==> config.mk <==
export PLATFORM = sky130hd
export DESIGN_NAME = fetch_unit
export DESIGN_NICKNAME = d
export VERILOG_FILES = /design/src/rtl/fetch_unit.sv
export SDC_FILE = /design/constraint.sdc
export NUM_CORES = 1
export LEC_CHECK = 0
export BUFFER_PORTS_ARGS = -buffer_cell sky130_fd_sc_hd__buf_2
export CAP_MARGIN = 40
export CORE_AREA = 2 2 50 52
export DETAILED_ROUTE_END_ITERATION = 12
export DIE_AREA = 0 0 52 54
export PLACE_DENSITY = 0.71
export SLEW_MARGIN = 0
export SYNTH_ARGS = -nofsm -noshare
export SYNTH_HDL_FRONTEND = slang
export SYNTH_SLANG_ARGS = --single-unit
==> constraint.sdc <==
create_clock -name clk -period 1.5 [get_ports clk]
set_input_delay 0 -clock clk [delete_from_list [all_inputs] [get_ports clk]]
set_output_delay 0 -clock clk [all_outputs]
set_load 0.02 [all_outputs]
==> src/rtl/fetch_unit.sv <==
// PC register and instruction-fetch sequencer: it fetches the instruction at pc over
// req/ack, holds it for decode over valid/ready, and commits next_pc when it retires.
module fetch_unit #(
    parameter int              BITS     = 8,
    parameter logic [BITS-1:0] RESET_PC = '0
) (
    input  logic            clk,
    input  logic            rst,
    input  logic [BITS-1:0] next_pc,
    output logic [BITS-1:0] pc,
    output logic [BITS-1:0] pc_inc,
    output logic            imem_req,
    output logic [BITS-1:0] imem_addr,
    input  logic            imem_ack,
    input  logic [BITS-1:0] imem_data,
    output logic [BITS-1:0] instr,
    output logic            instr_valid,
    input  logic            instr_ready,
    input  logic            halt,
    output logic            halted,
    output logic [1:0]      dbg_state
);

    // Handshakes: imem_req/imem_ack complete a fetch in any cycle where both are 1;
    // instr_valid/instr_ready retire the held instruction in any cycle where both are 1.
    typedef enum logic [1:0] {
        S_FETCH  = 2'd0,
        S_VALID  = 2'd1,
        S_HALTED = 2'd2
    } state_e;

    state_e          state_q;
    logic [BITS-1:0] pc_q;
    logic [BITS-1:0] instr_q;

    always_ff @(posedge clk) begin
        if (rst) begin
            state_q <= S_FETCH;
            pc_q    <= RESET_PC;
            instr_q <= '0;
        end else begin
            case (state_q)
                S_FETCH: begin
                    if (imem_ack) begin
                        instr_q <= imem_data;
                        state_q <= S_VALID;
                    end
                end
                S_VALID: begin
                    if (instr_ready) begin
                        pc_q    <= next_pc;
                        state_q <= halt ? S_HALTED : S_FETCH;
                    end
                end
                S_HALTED: state_q <= S_HALTED;
                default:  state_q <= S_FETCH;
            endcase
        end
    end

    // Status outputs are decoded from state and forced low while rst is held.
    assign imem_req    = (state_q == S_FETCH)  && !rst;
    assign instr_valid = (state_q == S_VALID)  && !rst;
    assign halted      = (state_q == S_HALTED) && !rst;

    assign pc        = pc_q;
    assign pc_inc    = pc_q + BITS'(1);
    assign imem_addr = pc_q;
    assign instr     = instr_q;
    assign dbg_state = state_q;

endmodule

* Word-level counts from Yosys, hierarchy flattened
Cells that the tools add are included.
Storage, ports and cells: register bits after elaboration 18, latch bits 0, bits in writable memories 0, bits in read-only memories 0, input bits 21, word-level logic and storage cells 20, memories 0
Cells by class: add/sub/neg operators 1, multipliers 0, divide/modulo/power cells 0, order comparisons 0, eq/ne operators 4, shift operators 0, muxes and demuxes 4, bitwise logic cells 0, reductions and logical operators 8
Operators with widths (number):
- adder 8 x 1 -> 8 bit (second input constant) | 1
- two-way mux 2 bit | 3
- one-hot mux 2 bit (3 select lines) | 1
- AND reduction 2 bit | 3
- != test 2 bit (second input constant) | 2
- logical AND 1 bit | 3
- equality test 2 x 1 -> 1 bit (second input constant) | 1
- equality test 2 bit (second input constant) | 1
- zero test 2 bit | 1
- zero test 1 bit | 1

* Longest topological paths before layout
Gate-level depths: netlist of the first run.
depth after elaboration 3, mapped depth 4, depth with buffers taken out 3

* Worst setup path after synthesis of the first run
OpenSTA, ideal clock, no wires.
path type flip-flop to output port, from register pc_q[3] (netlist: imem_addr[3]), to output pc_inc[7], arrival time 1275 ps, required time 1500 ps, slack 225 ps, cell stages (with the launch flop) 4, buffers on the path 0, path through dfxtp_1 > and4_1 > nand4_1 > xnor2_1
On the way: word-level cells in the longest chain between the ends 1
Ends and longest elaborated chain:
- start, declared | line 33 | logic [BITS-1:0] pc_q;
- start signal, assigned | line 51 | pc_q <= next_pc;
- adder 8 x 1 -> 8 bit | line 67 | assign pc_inc = pc_q + BITS'(1);
- end, declared | line 11 | output logic [BITS-1:0] pc_inc,
Every way passes these cells.

* Worst setup path after layout of the first run
from register pc_q[1] (netlist: imem_addr[1]), to output pc_inc[6]
Same word-level chain as after synthesis.

==> results.tsv, run 1 <==
metric	value	unit
holdPathEnd	dbg_state[1]	
nNetsFinal	178	
grt_pass1_vias	761	
antenna_found_initial	0	
ant_nets	0	
clk_pin_slew	110	ps
wl	2140	um
fin_ws	94.0	ps
clock_skew	3.04	ps
place_hpwl	1430	um
path_class	flop to output pin	
dr.first_iter.drc_count	10	
finalMaxSlewViolations	0	
status	finished, final reports clean	
gp_congestion	0.661	
synth_area	850	um2
grt_pass1_wl	3240	um
regToRegEndpoint	imem_addr[4]	
cts_tree	yes	
hold_viol	0	
vias_per_cell	4.56	
max_stage_delay	440	ps
min_period_over_period	93.7	%
cts_buffers	3	
firstDrtPassIters	4	
cts_sinks	18	
critPathLaunchType	flop	
worstPathArrival	1410	ps
yosysTopAreaCell	dfxtp_1	
grt_max_degree	22	
ioPinCount	58	
crit_slowest_cell	dfxtp_1	
initial_core_util	36.6	%
synth_area_per_cell	9.77	um2
worstPathCellList	ha_1 > nand2_1 > xnor2_1 > buf_2	
worst_ep_required_time	1500	ps
wire_per_inst	11.6	um
worst_pin_slew	363	ps
syn-num-nets	109	
drive_above_1_share	43.9	%
htreeDepth	1	
n_antenna_cell	0	
ys_seq_elements	18	
critPathTopFamily	flip-flops	
area_growth	54.1	%
seq_area_frac_synth	42.4	%
fin_crit	1410	ps
grt_overflow	0	
slew_headroom	75.8	%
syn_inst	87	
p_leak	0.736	nW
clk_path_buf_depth	2	
finalSetupViolations	0	
path_buf_inv	1	
ir_drop	0.511	mV
dp_cells	164	
post-route-drc-count	0	
clkLatencyLatePin	290	ps
regToRegSetupSlack	310	ps
ys_types	22	
portBuffers	57	
via_count	844	
yosysTopAreaCellShare	42.4	%
synthTopCellsByArea	dfxtp_1, mux2i_1, nor2_1, buf_4, xnor2_1	
power_density	829	mW/mm2
hp-class	primary input to flop	
rr_worst_depth	4	
total_power	1.09	mW
rsz0062_at_grt	false	
cts_root_buf	clkbuf_4	
final_cells	185	
final_cell_mix	buf_2, nor2_1, mux2i_1, dlygate4sd3_1, dfxtp_1	
cp-end-kind	output pin	
layout_commonest_cell	buf_2	
pre_cts_slack	309	ps
ys.warnings.count	0	
whs_path_depth	3	
fillerInstances	212	
cap_violations	0	
tns	0	ps
core_area	0.00232	mm2
num_rows	18	
max_freq	711	MHz
grt_usage	15.2	%
die_h	54	um
hold_start	instr_ready	
fp.dieW	52	um
die_area	0.00281	mm2
timing.rr.start	dbg_state[1]	
critPathMaxFanout	6	
[power breakdown]
part	internal, mW	switching (mW)
logic	0.122	0.132
clock network	0.148	0.152
registers	0.505	0.0261
[flip-flops by register name (all words and copies together), names as in the netlist]
name and flops:
dbg_state 2, imem_addr 8, instr 8
[stage by stage]
stage / hold WS (ps) / cell area [um2] / utilization [%]
2_1_floorplan: 81.7 / 850 / -
3_3_place_gp: 234 / 1100 / 47.3
3_5_place_dp: 240 / 1100 / 47.3
4_1_cts: 4.35 / 1300 / 56.2
5_1_grt: 19.3 / 1310 / 56.4
6_report: 11.3 / 1310 / 56.4
[worst register-to-register path, delay by kind of cell, from the launching register on]
| family | cells | cell delay, ps |
|---|---|---|
| multiplexers | 1 | 220 |
| flip-flops | 1 | 470 |
| buffers and inverters | 1 | 190 |
| AND/OR/NAND/NOR | 2 | 190 |
[Yosys cell counts (all sizes together)]
| cell type | number |
|---|---|
| a21oi | 1 |
| and3 | 1 |
| and4 | 1 |
| buf | 10 |
| clkbuf | 2 |
| dfxtp | 18 |
| ha | 1 |
| inv | 2 |
| mux2i | 17 |
| nand2 | 1 |
| nand2b | 1 |
| nand3 | 2 |
| nand3b | 1 |
| nand4 | 1 |
| nand4b | 1 |
| nor2 | 17 |
| nor3 | 2 |
| nor3b | 2 |
| xnor2 | 4 |
| xor2 | 2 |
[how the worst max path moves through the flow]
stage,start,to,depth (start not counted)
5_1_grt,imem_addr[1],pc_inc[6],4
3_3_place_gp,dbg_state[0],instr[0],4
4_1_cts,imem_addr[2],pc_inc[7],4
6_report,imem_addr[1],pc_inc[6],4
2_1_floorplan,imem_addr[3],pc_inc[7],3
3_5_place_dp,dbg_state[0],instr[2],4
[routing by layer]
metal / vias to the layer above / track usage, % / routed length (um)
met2: 45 / 29.7 / 1070
met3: 0 / 3.06 / 179
met4: 0 / 3.95 / 0
li1: 422 / - / -
met5: - / 0 / 0
met1: 377 / 16.6 / 886
[cells by family after synthesis]
| family | synth area share (%) |
|---|---|
| and+or+nand+nor | 17.8 |
| DFF | 42.4 |
| muxes | 20.0 |
| buffers and inverters | 11.5 |
| xor gates and xnor gates | 6.19 |
| AOI/OAI and AO/OA | 0.589 |
| adders and majority gates | 1.47 |
[area by class of cell]
cell class	instances	area [um2]	area share, %
Sequential cell	18	365	27.9
Timing Repair Buffer	76	470	35.9
Clock buffer	4	36.3	2.77
Tap cell	30	37.5	2.87
Multi-Input combinational cell	55	392	29.9
Inverter	2	7.51	0.574
[what timing repair did]
action                     CTS  global route
setup endpoints to repair    0             3
hold endpoints to repair    17             0
hold buffers                17             0
resized for setup            0             4
setup buffers                0             0
No activity file was read; power rests on OpenSTA's default activity.
==> inputs of run 2 (changes only) <==
Settings changed: CAP_MARGIN 40 to default, CORE_AREA 2 2 50 52 to 2 2 62 64, DIE_AREA 0 0 52 54 to 0 0 64 66, PLACE_DENSITY 0.71 to 0.48, SETUP_SLACK_MARGIN from default to 0.15.
==> results.tsv, run 2 (synthesis gave the netlist of run 1 again) <==
metric	value	unit	change
status	finished, final reports clean		
area_growth	67.0	%	
cap_violations	0		unchanged
antenna_found_initial	0		unchanged
max_freq	755	MHz	+6.2%
final_area	0.00142	mm2	+8.4%
wire_per_inst	10.7	um	-7.1%
min_period_over_period	88.3	%	-5.5 points
grt_usage	10.7	%	-4.5 points
clk_pin_slew	100	ps	about the same
cts_sinks	18		unchanged
gp_congestion	0.660		-0.12%
layout_commonest_cell	buf_2		
critPathMaxFanout	2		-4
num_rows	22		+4
power_density	768	mW/mm2	-7.4%
dp_cells	182		+11%
grt_pass1_vias	818		+7.5%
clock_skew	1.08	ps	-1.96 ps
finalMaxSlewViolations	0		unchanged
fp.dieW	64	um	+23%
ant_nets	0		unchanged
dr.first_iter.drc_count	7		-3
final_cell_mix	buf_2, nor2_1, mux2i_1, dlygate4sd3_1, dfxtp_1		
cp-end-kind	output pin		
p_leak	0.774	nW	+5.1%
hold_viol	0		unchanged
die_h	66	um	+22%
cts_buffers	3		unchanged
clkLatencyLatePin	290	ps	about the same
slew_headroom	75.2	%	-0.57 points
grt_pass1_wl	3640	um	+13%
worst_pin_slew	371	ps	+8.53 ps
place_hpwl	1530	um	+7.0%
firstDrtPassIters	4		unchanged
ir_drop	0.453	mV	-11%
worst_ep_required_time	1500	ps	about the same
rsz0062_at_grt	true		
post-route-drc-count	0		unchanged
grt_overflow	0		unchanged
final_cells	210		+14%
cts_root_buf	clkbuf_4		
ioPinCount	58		unchanged
timing.rr.start	dbg_state[1]		
grt_max_degree	22		unchanged
clk_path_buf_depth	2		unchanged
place_area	0.00112	mm2	+2.1%
nNetsFinal	185		+3.9%
hp-class	primary input to flop		
hold_start	imem_ack		
cts_tree	yes		
regToRegSetupSlack	280	ps	-30 ps
worstPathArrival	1320	ps	-90 ps
tns	0	ps	unchanged
n_antenna_cell	0		unchanged
total_power	1.09	mW	+0.37%
htreeDepth	1		unchanged
critPathLaunchType	flop		
die_area	0.00422	mm2	+50%
finalSetupViolations	0		unchanged
initial_core_util	23.9	%	-13 points
vias_per_cell	4.12		-9.7%
via_count	865		+2.5%
wl	2260	um	+5.4%
core_area	0.00355	mm2	+53%
path_class	flop to output pin		
portBuffers	57		unchanged
fin_crit	1320	ps	-82.2 ps
timing.critical_path.from	imem_addr[3]		
drive_above_1_share	48.8	%	+4.9 points
[run 2: routing by layer]
layer | GRT usage, % | routed length [um] | vias up
li1 | - | - | 432
met1 | 13.0 | 1000 | 383
met2 | 18.2 | 1050 | 46
met3 | 2.21 | 179 | 4
met4 | 4.89 | 28 | 0
met5 | 0 | 0 | -
[run 2: where the power goes]
group / leakage, nW / switching [mW] / internal, mW / total, mW
clock: 0.0210 / 0.148 / 0.148 / 0.295
sequential: 0.152 / 0.0217 / 0.499 / 0.521
combinational: 0.602 / 0.140 / 0.133 / 0.273
total: 0.774 / 0.309 / 0.780 / 1.09
[run 2: critical path, stage by stage (launching register included)]
cell	delay (ps)
dfxtp_4	360
and4_4	220
nand4_1	140
xnor2_1	160
buf_4	160
[run 2: final timing paths]
check	end	cells past startpoint
worst max register to register	imem_addr[0]	4
worst max-delay path	pc_inc[7]	4
worst min register to register	instr[5]	2
worst min-delay path	dbg_state[0]	3
[run 2: repair_timing]
action	CTS	global route
setup endpoints to repair	4	4
hold endpoints to repair	17	0
hold buffers	17	0
pin swaps	2	3
gates resized for setup	10	6
buffers inserted	5	2
[run 2: layout make-up]
| cell class | count | area, um2 |
|---|---|---|
| Multi-Input combinational cell | 55 | 407 |
| Sequential cell | 18 | 380 |
| Timing Repair Buffer | 83 | 528 |
| Inverter | 2 | 7.51 |
| Tap cell | 48 | 60.1 |
| Clock buffer | 4 | 36.3 |
| Fill cell | 368 | 2130 |
[run 2: per-stage QoR]
stage | utilization, % | setup WS, ps | hold slack (ps)
floorplan | - | 225 | 81.7
global placement | 31.5 | 342 | 231
CTS | 38.9 | 130 | 18.1
global route | 40.0 | 60.4 | 41.8
detailed placement | 31.5 | 283 | 248
finish | 40.0 | 176 | 24.7
==> inputs of run 3 (changes only) <==
Settings changed: CORE_AREA 2 2 62 64 to 2 2 59 67, DIE_AREA 0 0 64 66 to 0 0 61 69, REMOVE_ABC_BUFFERS from default to 1.
==> results.tsv, run 3 (synthesis gave the netlist of run 1 again) <==
metric	value	unit	change
hold_viol	0		unchanged
antenna_found_initial	0		unchanged
power_density	866	mW/mm2	+13%
critPathLaunchType	flop		
htreeDepth	1		unchanged
cts_sinks	18		unchanged
worstPathCellList	and4_1 > nand4_1 > xnor2_1 > buf_2		
grt_overflow	0		unchanged
area_growth	58.9	%	
nNetsFinal	177		-4.3%
worst_ep_required_time	1500	ps	about the same
cts_tree	yes		
crit_slowest_cell	dfxtp_4		
final_util	38.1	%	-1.8 points
layout_commonest_cell	buf_2		
fin_crit	1280	ps	-45.7 ps
ant_nets	0		unchanged
cts_buffers	3		unchanged
clock_skew	2.43	ps	+1.35 ps
clk_path_buf_depth	2		unchanged
drive_above_1_share	46.1	%	-2.7 points
num_rows	23		+4.5%
place_area	0.00112	mm2	+0.22%
clkLatencyLatePin	250	ps	-40 ps
max_stage_delay	380	ps	+20 ps
n_antenna_cell	0		unchanged
rsz0062_at_grt	true		
finalSetupViolations	0		unchanged
place_hpwl	1500	um	-2.3%
grt_pass1_wl	3000	um	-18%
cap_violations	0		unchanged
timing.rr.start	dbg_state[1]		
die_area	0.00421	mm2	-0.36%
path_class	flop to output pin		
ioPinCount	58		unchanged
clk_pin_slew	70	ps	-30 ps
via_count	814		-5.9%
cp-end-kind	output pin		
dr.first_iter.drc_count	14		+7
final_area	0.00135	mm2	-4.9%
vias_per_cell	3.99		-3.1%
path_buf_inv	1		unchanged
initial_core_util	24.0	%	+0.076 points
tns	0	ps	unchanged
critPathTopFamily	flip-flops		
wire_per_inst	9.81	um	-8.7%
whs_path_depth	3		unchanged
dp_cells	184		+1.1%
finalMaxSlewViolations	0		unchanged
p_leak	0.738	nW	-4.6%
register_area	370	um2	-2.6%
final_cells	204		-2.9%
firstDrtPassIters	3		-1
hold_start	halt		
hold-worst-slack	34.8	ps	+10.2 ps
grt_max_degree	22		unchanged
gp_congestion	0.738		+12%
portBuffers	57		unchanged
timing.critical_path.from	imem_addr[2]		
status	finished, final reports clean		
final_cell_mix	buf_2, nor2_1, mux2i_1, dlygate4sd3_1, dfxtp_1		
rr_worst_depth	4		unchanged
worst-path-stages	4		unchanged
core_area	0.00354	mm2	-0.32%
critPathMaxFanout	7		+5
min_period_over_period	85.2	%	-3.0 points
multi_input_area	394	um2	-3.1%
worst_pin_slew	365	ps	-6.03 ps
hp-class	primary input to flop		
fillerInstances	379		+3.0%
fp.dieW	61	um	-4.7%
grt_pass1_vias	724		-11%
wl	2000	um	-11%
worstPathArrival	1280	ps	-40 ps
max_freq	782	MHz	+3.6%
grt_usage	9.04	%	-1.7 points
post-route-drc-count	0		unchanged
cts_root_buf	clkbuf_8		
ir_drop	0.342	mV	-25%
die_h	69	um	+4.5%
slew_headroom	75.6	%	+0.40 points
==> run 3: cell count changes in the layout (fill, tap and decap cells not counted), sizes merged <==
| cell | delta |
|---|---|
| buf | -7 |
| dlygate4sd3 | -1 |
==> run 3: final timing paths <==
| path | to | slack (ps) |
|---|---|---|
| worst max-delay path | pc_inc[7] | 220 |
| worst min-delay path | dbg_state[1] | 30 |
| worst max register to register | imem_addr[6] | 330 |
| worst min register to register | instr[4] | 490 |
==> run 3: stage by stage <==
| step | power (mW) | setup slack [ps] |
|---|---|---|
| 2_1_floorplan | 0.666 | 74.3 |
| 3_3_place_gp | 0.757 | 351 |
| 3_5_place_dp | 0.761 | 320 |
| 4_1_cts | 1.19 | 132 |
| 5_1_grt | 1.23 | 133 |
| 6_report | 1.17 | 222 |
==> run 3: layout make-up <==
cell class                 instances  share of cell area (%)
multi-input combinational         55                    29.2
inverter                           2                   0.556
tap                               50                    4.63
sequential                        18                    27.4
clock buffer                       4                    4.08
timing repair buffer              75                    34.1
==> run 3: metal layers <==
metal / track usage [%] / vias up / part of all wire [%]
met5: 0 / - / 0
met4: 2.90 / 0 / 0.90
met3: 2.25 / 3 / 7.2
met2: 15.9 / 43 / 48
met1: 10.3 / 351 / 44
li1: - / 417 / -
==> run 3: power breakdown <==
part | internal (mW) | switching (mW) | total [mW] | leakage (nW)
registers | 0.504 | 0.0248 | 0.529 | 0.150
logic | 0.121 | 0.131 | 0.251 | 0.559
clock network | 0.233 | 0.156 | 0.389 | 0.0288
==> run 3: timing repair <==
action | CTS | global route
gates cloned | 0 | 0
hold buffers | 16 | 0
endpoints found under the hold margin | 16 | 0
pin swaps | 0 | 0
resized for setup | 2 | 6
setup endpoints to repair | 3 | 4
setup buffers | 0 | 0
==> run 3: worst reg2reg max path, cell delays in order, from the launching register on <==
cell and delay, ps:
dfxtp_1 450, nand3b_1 140, buf_4 190, mux2i_1 220, nor2_1 50
